[src/rtl/uart_rx_sampler_param.sv]
// Oversampling majority-vote bit sampler for the UART RX path, with optional input synchroniser.
// Optional feature: define UART_RX_SAMPLE_NOISE_EN to add the noise_err vote-disagreement pulse.
module uart_rx_sampler_param #(
    parameter int unsigned PRESC_W     = 6,
    parameter int unsigned NUM_VOTES   = 3,
    parameter int unsigned SYNC_STAGES = 2
) (
    input  logic               clk,
    input  logic               rst,
    input  logic               RX_IN,
    input  logic [PRESC_W-1:0] Prescale,
    input  logic               data_sample_en,
    input  logic [PRESC_W-1:0] edge_count,
    input  logic               single_mode,
    output logic               sampled_bit,
    output logic               sample_valid,
    output logic               cfg_err
`ifdef UART_RX_SAMPLE_NOISE_EN
    ,
    output logic               noise_err
`endif
);

    localparam int unsigned K     = (NUM_VOTES - 1) / 2;
    localparam int unsigned CNT_W = $clog2(NUM_VOTES + 1);
    localparam int unsigned TOT_W = CNT_W + 1;
    localparam int unsigned PW1   = PRESC_W + 1;

    logic rx_s;

    // Input synchroniser; flops reset to the idle-high line level.
    generate
        if (SYNC_STAGES == 0) begin : g_nosync
            assign rx_s = RX_IN;
        end else if (SYNC_STAGES == 1) begin : g_sync1
            logic sync_q;
            always_ff @(posedge clk) begin
                if (!rst) sync_q <= 1'b1;
                else      sync_q <= RX_IN;
            end
            assign rx_s = sync_q;
        end else begin : g_syncn
            logic [SYNC_STAGES-1:0] sync_q;
            always_ff @(posedge clk) begin
                if (!rst) sync_q <= '1;
                else      sync_q <= {sync_q[SYNC_STAGES-2:0], RX_IN};
            end
            assign rx_s = sync_q[SYNC_STAGES-1];
        end
    endgenerate

    logic [CNT_W-1:0]   ones_q, ones_d;
    logic [PRESC_W-1:0] presc_q;
    logic               mid_q, mid_d;
    logic               bit_d, valid_d, cfg_err_d;

    logic [PW1-1:0]   presc_x, edge_x, half_x, win_lo_x, win_hi_x;
    logic             legal_c, run_c, in_win_c, clear_c, decide_c, at_mid_c, mid_c;
    logic [TOT_W-1:0] tot_c;

    // Window is computed one bit wider so H+K cannot wrap.
    assign presc_x  = PW1'(Prescale);
    assign edge_x   = PW1'(edge_count);
    assign half_x   = PW1'(Prescale >> 1);
    assign win_lo_x = half_x - PW1'(K);
    assign win_hi_x = half_x + PW1'(K);

    assign legal_c  = !Prescale[0] && (presc_x >= PW1'(2 * K + 2));
    assign run_c    = data_sample_en && legal_c;
    assign in_win_c = (edge_x >= win_lo_x) && (edge_x <= win_hi_x);
    assign at_mid_c = (edge_x == half_x);
    assign clear_c  = !data_sample_en || (edge_x == presc_x - PW1'(1)) || (Prescale != presc_q);
    assign decide_c = run_c && (edge_x == win_hi_x);
    assign tot_c    = TOT_W'(ones_q) + TOT_W'(rx_s);
    assign mid_c    = at_mid_c ? rx_s : mid_q;

    // Vote accumulation and decision.
    always_comb begin
        ones_d    = ones_q;
        mid_d     = mid_q;
        bit_d     = sampled_bit;
        valid_d   = 1'b0;
        cfg_err_d = !legal_c;
        if (clear_c) begin
            ones_d = '0;
        end else if (run_c && in_win_c) begin
            ones_d = ones_q + CNT_W'(rx_s);
        end
        if (run_c && at_mid_c) begin
            mid_d = rx_s;
        end
        if (decide_c) begin
            valid_d = 1'b1;
            bit_d   = single_mode ? mid_c : (tot_c > TOT_W'(K));
        end
    end

    always_ff @(posedge clk) begin
        if (!rst) begin
            ones_q       <= '0;
            presc_q      <= '0;
            mid_q        <= 1'b0;
            sampled_bit  <= 1'b0;
            sample_valid <= 1'b0;
            cfg_err      <= 1'b0;
        end else begin
            ones_q       <= ones_d;
            presc_q      <= Prescale;
            mid_q        <= mid_d;
            sampled_bit  <= bit_d;
            sample_valid <= valid_d;
            cfg_err      <= cfg_err_d;
        end
    end

`ifdef UART_RX_SAMPLE_NOISE_EN
    logic noise_d;
    assign noise_d = decide_c && (tot_c != '0) && (tot_c < TOT_W'(NUM_VOTES));

    always_ff @(posedge clk) begin
        if (!rst) noise_err <= 1'b0;
        else      noise_err <= noise_d;
    end
`endif

endmodule

[config.mk]
export PLATFORM = sky130hd
export DESIGN_NAME = uart_rx_sampler_param
export DESIGN_NICKNAME = d
export VERILOG_FILES = /design/src/rtl/uart_rx_sampler_param.sv
export SDC_FILE = /design/constraint.sdc
export NUM_CORES = 1
export LEC_CHECK = 0
export CAP_MARGIN = 25
export CORE_UTILIZATION = 55
export CTS_BUF_LIST = sky130_fd_sc_hd__clkbuf_8
export DETAILED_ROUTE_END_ITERATION = 16
export GPL_ROUTABILITY_DRIVEN = 0
export GPL_TIMING_DRIVEN = 1
export PLACE_DENSITY = 0.89
export SYNTH_ARGS = -nofsm -noshare
export SYNTH_HDL_FRONTEND = slang
export SYNTH_SLANG_ARGS = --single-unit
[constraint.sdc]
create_clock -name clk -period 2.57 [get_ports clk]
set_input_delay 0.514 -clock clk [delete_from_list [all_inputs] [get_ports clk]]
set_output_delay 0.514 -clock clk [all_outputs]
set_load 0.01 [all_outputs]
# == Yosys cells after proc, flatten, opt, wreduce, memory -nomap -nowiden ==
# Cells that the tools add are included.
# op_classes
bitwise_logic,1
addsub,5
n_eq_ne,4
mux,3
magnitude_cmp,4
reduce_logical,12
# ops
operator,n
$eq A6 B7 Y1,1
$ge A6 B7 Y1,1
$sub A6 B1 Y7 const B,1
$add A5 B1 Y6 const B,1
$eq A6 B5 Y1,1
$eq A6 B6 Y1,1
$ge A6 B3 Y1 const B,1
$le A6 B6 Y1,1
$logic_and A1 B1 Y1,6
$ne A6 B6 Y1,1
$sub A5 B1 Y6 const B,1
$add A2 B1 Y3,1
$gt A3 B1 Y1 const B,1
$logic_not A1 Y1,3
$mux W1,3
$add A2 B1 Y2,1
$logic_or A1 B1 Y1,2
$reduce_or A2 Y1,1
$not A1 Y1,1
# word_totals
wordCells,36
output_inout_bits,3
inputBits,17
reg_bits,14

# == Longest topological paths before layout ==
# Gate-level depths: netlist of the first run.
# depth
word_depth,5
mapped_depth,11
ltp_nobuf,10

# == Least setup slack after synthesis of the first run ==
# OpenSTA, ideal clock, no wires.
# synth_timing
path_kind,input to register
start,in Prescale[2]
end,reg ones_q[0]
setup_time_ns,0.129
path_buffers,1
required_ns,2.441
path_slack_ns,0.259
arrival_time_ns,2.182
stages,11
path_cell_list,buf_2 inv_1 ha_1 nand2_1 xnor2_1 ha_1 nand2_1 a211o_1 and3_1 o31ai_1 a21oi_1
# synth_between
elab_chain_len,5
word_cells_on_any_way,15
cone_classes,add/sub (3); order compare (3); eq/ne (2); reduce/logical (7)
# synth_lines
item,line_no,rtl
from (decl),11,"input logic [PRESC_W-1:0] Prescale,"
branches (longest 5 deep; another with $ge A6 B7 Y1),--,
to (signal assigned),107,ones_q <= ones_d;
to (decl),52,"logic [CNT_W-1:0] ones_q, ones_d;"
# Parallel ways; which one is timed is not known.
# A chain may end at the register's enable or synchronous reset.

# == Worst setup path in the final report of the first run ==
# layout_timing
start,in Prescale[5]
end,reg ones_q[1]
# The elaborated chain is that of the path after synthesis.

==> results of run 1 <==
## state kept, by name, summed over array words and instances (netlist names)
signal / count
g_syncn.sync_q: 2
mid_q: 1
ones_q: 2
cfg_err: 1
sample_valid: 1
sampled_bit: 1
presc_q: 6
## cell type report
class | count | area (sq um)
clock buffers | 4 | 55.1
fillers | 174 | 518
inverters | 11 | 43.8
multi-input cells | 120 | 956
flip-flops and latches | 14 | 280
well taps | 28 | 35.0
repair buffers | 37 | 324
## logic make-up (layout without fill, tap and decap cells)
family / Yosys count / count (layout) / synth area share [%]
and+or+nand+nor: 51 / 51 / 24.8
AOI/OAI and AO/OA: 27 / 27 / 13.7
xor gates and xnor gates: 21 / 21 / 14.1
adders and majority gates: 20 / 20 / 19.2
buffers and inverters: 16 / 52 / 5.87
DFF: 14 / 14 / 21.5
muxes: 1 / 1 / 0.769
## cell usage after synthesis (2+ instances only)
cell / count
sky130_fd_sc_hd__buf_2: 2
sky130_fd_sc_hd__nand3_1: 7
sky130_fd_sc_hd__inv_1: 10
sky130_fd_sc_hd__nand4_1: 4
sky130_fd_sc_hd__xnor2_1: 13
sky130_fd_sc_hd__dfxtp_1: 14
sky130_fd_sc_hd__nand3b_1: 2
sky130_fd_sc_hd__and2_1: 7
sky130_fd_sc_hd__nand2_1: 5
sky130_fd_sc_hd__and3_1: 4
sky130_fd_sc_hd__o21ai_0: 3
sky130_fd_sc_hd__a21boi_0: 3
sky130_fd_sc_hd__nor2_1: 4
sky130_fd_sc_hd__nand2b_1: 6
sky130_fd_sc_hd__a21oi_1: 8
sky130_fd_sc_hd__ha_1: 20
sky130_fd_sc_hd__nor2b_1: 2
sky130_fd_sc_hd__xor2_1: 8
sky130_fd_sc_hd__a21o_1: 2
sky130_fd_sc_hd__o31ai_1: 4
## critical path: cells and delay by family
family	cells	cell delay, ns
xor+xnor	1	0.14
fa+ha+maj	1	0.32
simple gates	2	0.25
buf+inv	2	0.70
compound gates	3	0.62
## metal layers
metal,vias up,routed length [microns],track usage (%)
met4,0,57,7.41
met1,572,1310,30.2
met3,10,138,7.27
li1,603,-,-
met5,-,0,0
met2,31,1700,52.4
## path summary, 6_finish.rpt
kind                                         from                end  slack (ns)  cells after the start
worst min register to register  g_syncn.sync_q[0]  g_syncn.sync_q[1]        0.42                      1
worst max-delay path                  Prescale[5]          ones_q[1]        0.13                      9
worst max register to register  g_syncn.sync_q[1]        sampled_bit        1.12                      5
worst min-delay path            g_syncn.sync_q[0]  g_syncn.sync_q[1]        0.42                      1
## repair_timing
| item | CTS | global route |
|---|---|---|
| hold buffers | 0 | 0 |
| setup endpoints to repair | 2 | 2 |
| resized for setup | 5 | 3 |
| pin swaps | 0 | 0 |
## power breakdown
group,total (mW),leakage [nW],switching (mW),internal [mW]
logic,0.208,0.592,0.105,0.103
registers,0.228,0.115,0.00335,0.225
clock network,0.211,0.0288,0.0754,0.136
## stage by stage
stage                     hold WS (ns)  worst slack, ns  setup TNS, ns  power (mW)  std cells
after CTS                        0.424           0.0779              0       0.643        214
after global routing             0.447           0.0116              0       0.680        214
final                            0.417            0.134              0       0.647        214
after global placement           0.397           -0.276         -0.557       0.423        210
after detailed placement         0.411           -0.346         -0.910       0.434        210
after floorplan                  0.386            0.259              0       0.352        150
==> impl_results.md, run 1 <==
- Register clock-pin slew on the reported worst setup and hold paths: 0.05 ns
- DP Wirelength: 2.57 mm
- Maximum number of pins on one net before global-route repair: 14
- Initial DRC count: 30
- Dominant cell type by area after synthesis: sky130_fd_sc_hd__dfxtp_1
- Clock latency on the worst-skew pair: 0.24 ns
- Total setup violations reported at the end of the flow: 0
- Via count of the first global-routing pass: 1,256
- Antenna violations before repair: 0
- Maximum fanout count along the critical path: 4
- Number of rows created at floorplan: 17
- Leakage component of the power: 0.736 nW
- Core area: 0.00221 sq mm
- Starting utilization of the core area: 58.8%
- Drc violations: 0
- Register bit total from synthesis: 14
- Number of enable flip-flop cells after synthesis: 0
- Post-Syn Instances: 150
- Post-synthesis async set-or-reset flop share: 0%
- TritonCTS clock tree: yes
- Clock tree root buffer cell: sky130_fd_sc_hd__clkbuf_8
- Per-instance average area after synthesis: 8.67 sq um
- Unrepaired setup endpoints after global routing: false
- Per-cell via count in the routed design: 5.68
- Sequential share of the synthesized area: 21.5%
- Synth Flop Type: sky130_fd_sc_hd__dfxtp_1
- Area enclosed by the die boundary: 0.00256 sq mm
- Worst path required time: 2.68 ns
- Commonest non-fill, non-tap cell in the layout: sky130_fd_sc_hd__ha_1
- Count of cell types in the netlist: 42
- Data arrival time of the critical path: 2.55 ns
- Antenna Diode Count: 0
- Top post-synthesis cells by area: sky130_fd_sc_hd__dfxtp_1 22%, sky130_fd_sc_hd__ha_1 19%, sky130_fd_sc_hd__xnor2_1 8.8%
- Input/output buffers: 19
- Setup fix buffers added after clock tree synthesis: 0
- Placement-stage cell area: 0.00163 sq mm
- Max clock buf depth: 2
- Number of hold violations in the final report: 0
- Power density relative to cell area: 382 mW/mm^2
- Top-Level Pins: 20
- Delay contributed by the slowest stage of the critical path: 0.63 ns
- Routed length per instance: 15.0 microns
- Final design utilization: 76.6%
- Sinks on Clock Net: 14
- Nets in the synthesized netlist: 187
- Class of the most critical setup path: input port to flip-flop
- Die Width: 50.6 microns
- HP Class: flip-flop to flip-flop
- Total number of vias: 1,216
- Fraction of layout instances using a drive strength above 1: 16.7%
- H-tree level count: 1
- Final period demand of the worst path: 2.44 ns
- Global-route wire length before repair: 5.38 mm
- Worst slew margin: 72.2%
- Setup Skew: 0.00265 ns
- Global router's overall resource usage: 27.8%
- Clock buffer count from CTS: 3
- Total overflow reported by the global router: 0
- Critical path cell sequence: clkdlybuf4s50_1 > inv_4 > xnor2_1 > ha_1 > nand2_1 > a211o_1 > and3_1 > o31ai_1 > a21oi_1
- FMAX: 411 MHz
- Peak ir drop on the vdd network: 0.383 mV
- Synth Warn #: 0
- Capturing element type of the critical path: flip-flop
- Outcome: finished, final reports clean
- Library cell contributing the largest single delay on the critical path: sky130_fd_sc_hd__clkdlybuf4s50_1
- Nets: 224
- Router iterations before antenna repair: 4
- Commonest non-fill, non-tap cells in the layout: 20 x sky130_fd_sc_hd__ha_1, 18 x sky130_fd_sc_hd__buf_4, 15 x sky130_fd_sc_hd__clkdlybuf4s50_1
- Non-Filler Cell Area, Final: 0.00169 sq mm
- Mapped Area: 0.00130 sq mm
- Nature of the critical path startpoint: input port
- Layout area overhead: 30.2%
- MaxCap Viol Count: 0
- Detailed Route WL: 3.20 mm
- Fin crit share: 94.8%
- Final Max Tran Viols: 0
- Transition at the pin with the smallest max-transition slack: 0.414 ns
- Die height: 50.6 microns
- DRT antenna net count: 0
- Yosys top cell area share: 21.5%
(Power assumes the default switching activity.)
==> run 2: changes to the inputs <==
--- a/config.mk
+++ b/config.mk
@@ -6,12 +6,12 @@
 export NUM_CORES = 1
 export LEC_CHECK = 0
 export CAP_MARGIN = 25
-export CORE_UTILIZATION = 55
-export CTS_BUF_LIST = sky130_fd_sc_hd__clkbuf_8
+export CORE_UTILIZATION = 53
+export CTS_BUF_LIST = sky130_fd_sc_hd__clkbuf_16
 export DETAILED_ROUTE_END_ITERATION = 16
 export GPL_ROUTABILITY_DRIVEN = 0
 export GPL_TIMING_DRIVEN = 1
-export PLACE_DENSITY = 0.89
+export PLACE_DENSITY = 0.87
 export SYNTH_ARGS = -nofsm -noshare
 export SYNTH_HDL_FRONTEND = slang
 export SYNTH_SLANG_ARGS = --single-unit
==> impl_results.md, run 2 (synthesis results as in run 1) <==
- DP Wirelength: 2.48 mm (-3.5%)
- Router iterations before antenna repair: 6 (+2)
- Clock latency on the worst-skew pair: 0.24 ns (about the same)
- Clock buffer count from CTS: 3 (unchanged)
- Layout area overhead: 32.4%
- Routed length per instance: 16.0 microns (+7.2%)
- Outcome: finished, final reports clean
- Worst path required time: 2.68 ns (about the same)
- Total setup violations reported at the end of the flow: 0 (unchanged)
- DRT antenna net count: 0 (unchanged)
- Transition at the pin with the smallest max-transition slack: 0.453 ns (+0.0387 ns)
- Number of flip-flops under the largest register name: 6 (unchanged)
- Area enclosed by the die boundary: 0.00266 sq mm (+3.6%)
- Peak ir drop on the vdd network: 0.484 mV (+26%)
- Nature of the critical path startpoint: input port
- Total overflow reported by the global router: 0 (unchanged)
- Clock tree root buffer cell: sky130_fd_sc_hd__clkbuf_16
- Nets: 224 (unchanged)
- MaxCap Viol Count: 0 (unchanged)
- Commonest non-fill, non-tap cell in the layout: sky130_fd_sc_hd__ha_1
- Number of rows created at floorplan: 17 (unchanged)
- Input/output buffers: 19 (unchanged)
- Commonest non-fill, non-tap cells in the layout: 19 x sky130_fd_sc_hd__ha_1, 18 x sky130_fd_sc_hd__buf_4, 15 x sky130_fd_sc_hd__clkdlybuf4s50_1
- Register clock-pin slew on the reported worst setup and hold paths: 0.05 ns (about the same)
- Total number of vias: 1,275 (+4.9%)
- Class of the most critical setup path: input port to flip-flop
- Die Width: 51.6 microns (+1.8%)
- Starting utilization of the core area: 57.7% (-1.1 points)
- Maximum fanout count along the critical path: 4 (unchanged)
- Number of hold violations in the final report: 0 (unchanged)
- Fraction of layout instances using a drive strength above 1: 16.7% (unchanged)
- HP Class: flip-flop to flip-flop
- Cell family with the largest share of critical-path delay: simple AND/OR/NAND/NOR gates
- Antenna violations before repair: 0 (unchanged)
- Setup fix buffers added after clock tree synthesis: 0 (unchanged)
- Register with the highest flop count: presc_q
- Detailed Route WL: 3.43 mm (+7.2%)
- Fin crit share: 97.0% (+2.2 points)
- Capturing element type of the critical path: flip-flop
- Top-Level Pins: 20 (unchanged)
- Max clock buf depth: 2 (unchanged)
- Buffering stage count on the worst path with inverters included: 1 (-1)
- Number of gates given a new drive strength after cts: 7 (+2)
- Final setup slack of the worst path: 0.0770 ns (-0.0573 ns)
- Leakage component of the power: 0.744 nW (+1.1%)
- Delay contributed by the slowest stage of the critical path: 0.53 ns (-0.10 ns)
- Final Max Tran Viols: 0 (unchanged)
- Worst slew margin: 69.7% (-2.4 points)
- Via count of the first global-routing pass: 1,306 (+4.0%)
- Non-Filler Cell Area, Final: 0.00172 sq mm (+1.7%)
- Power density relative to cell area: 428 mW/mm^2 (+12%)
- TritonCTS clock tree: yes
- Post-Route Setup TNS: 0 ns (unchanged)
- H-tree level count: 1 (unchanged)
- Critical path cell sequence: clkdlybuf4s50_1 > nor2_1 > nand2_1 > ha_1 > nand4b_1 > a211o_1 > and3_1 > o31ai_1 > a21oi_1
- Core area: 0.00225 sq mm (+1.9%)
- Global-route wire length before repair: 5.66 mm (+5.4%)
- Unrepaired setup endpoints after global routing: false
- Sinks on Clock Net: 14 (unchanged)
- FMAX: 401 MHz (-2.3%)
- Final period demand of the worst path: 2.49 ns (+0.0573 ns)
- Antenna Diode Count: 0 (unchanged)
- Pre-CTS setup slack: -0.343 ns (+0.00238 ns)
- Registers with the highest flip-flop counts: presc_q: 6 flops, g_syncn.sync_q: 2 flops, ones_q: 2 flops
- Die height: 51.6 microns (+1.8%)
- Drc violations: 0 (unchanged)
- CTS Hold Buffers Added: 0 (unchanged)
- Global router's overall resource usage: 28.8% (+0.98 points)
- Data arrival time of the critical path: 2.61 ns (+0.06 ns)
- Per-cell via count in the routed design: 5.96 (+4.9%)
- Library cell contributing the largest single delay on the critical path: sky130_fd_sc_hd__clkdlybuf4s50_1
- Initial DRC count: 38 (+27%)
- Post-route insts no fill: 214 (unchanged)
- Placed instance count: 210 (unchanged)
- Placement-stage cell area: 0.00163 sq mm (unchanged)
- Setup Skew: 0.00262 ns (-0.0000329 ns)
- Maximum number of pins on one net before global-route repair: 14 (unchanged)
-- run 2: path summary, 6_finish.rpt --
path,from,to,slack (ns),depth (start not counted)
min reg2reg,g_syncn.sync_q[0],g_syncn.sync_q[1],0.41,1
max reg2reg,presc_q[1],ones_q[1],1.16,5
max,Prescale[5],ones_q[1],0.08,9
min,g_syncn.sync_q[0],g_syncn.sync_q[1],0.41,1
-- run 2: final cells by class --
class	count	area [sq um]
Clock buffer	3	75.1
Clock inverter	1	3.75
Fill cell	154	532
Inverter	11	43.8
Multi-Input combinational cell	120	961
Sequential cell	14	280
Tap cell	28	35.0
Timing Repair Buffer	37	324
-- run 2: where the power goes --
part,switching [mW],internal (mW),leakage (nW)
sequential,0.00394,0.225,0.115
clock,0.0911,0.206,0.0385
combinational,0.108,0.103,0.591
-- run 2: metrics by stage --
stage                     hold WS (ns)  power (mW)  util [%]
after floorplan                  0.386       0.352         -
after global placement           0.399       0.424      72.3
after detailed placement         0.408       0.433      72.3
after CTS                        0.424       0.733      76.2
after global routing             0.427       0.775      76.4
final                            0.415       0.737      76.4
-- run 2: metal layers --
| metal | wire, microns | vias to the layer above | GRT usage [%] |
|---|---|---|---|
| met5 | 0 | - | 0 |
| met4 | 150 | 0 | 15.8 |
| met3 | 136 | 16 | 5.26 |
| met2 | 1760 | 51 | 53.7 |
| met1 | 1390 | 605 | 30.0 |
| li1 | - | 603 | - |
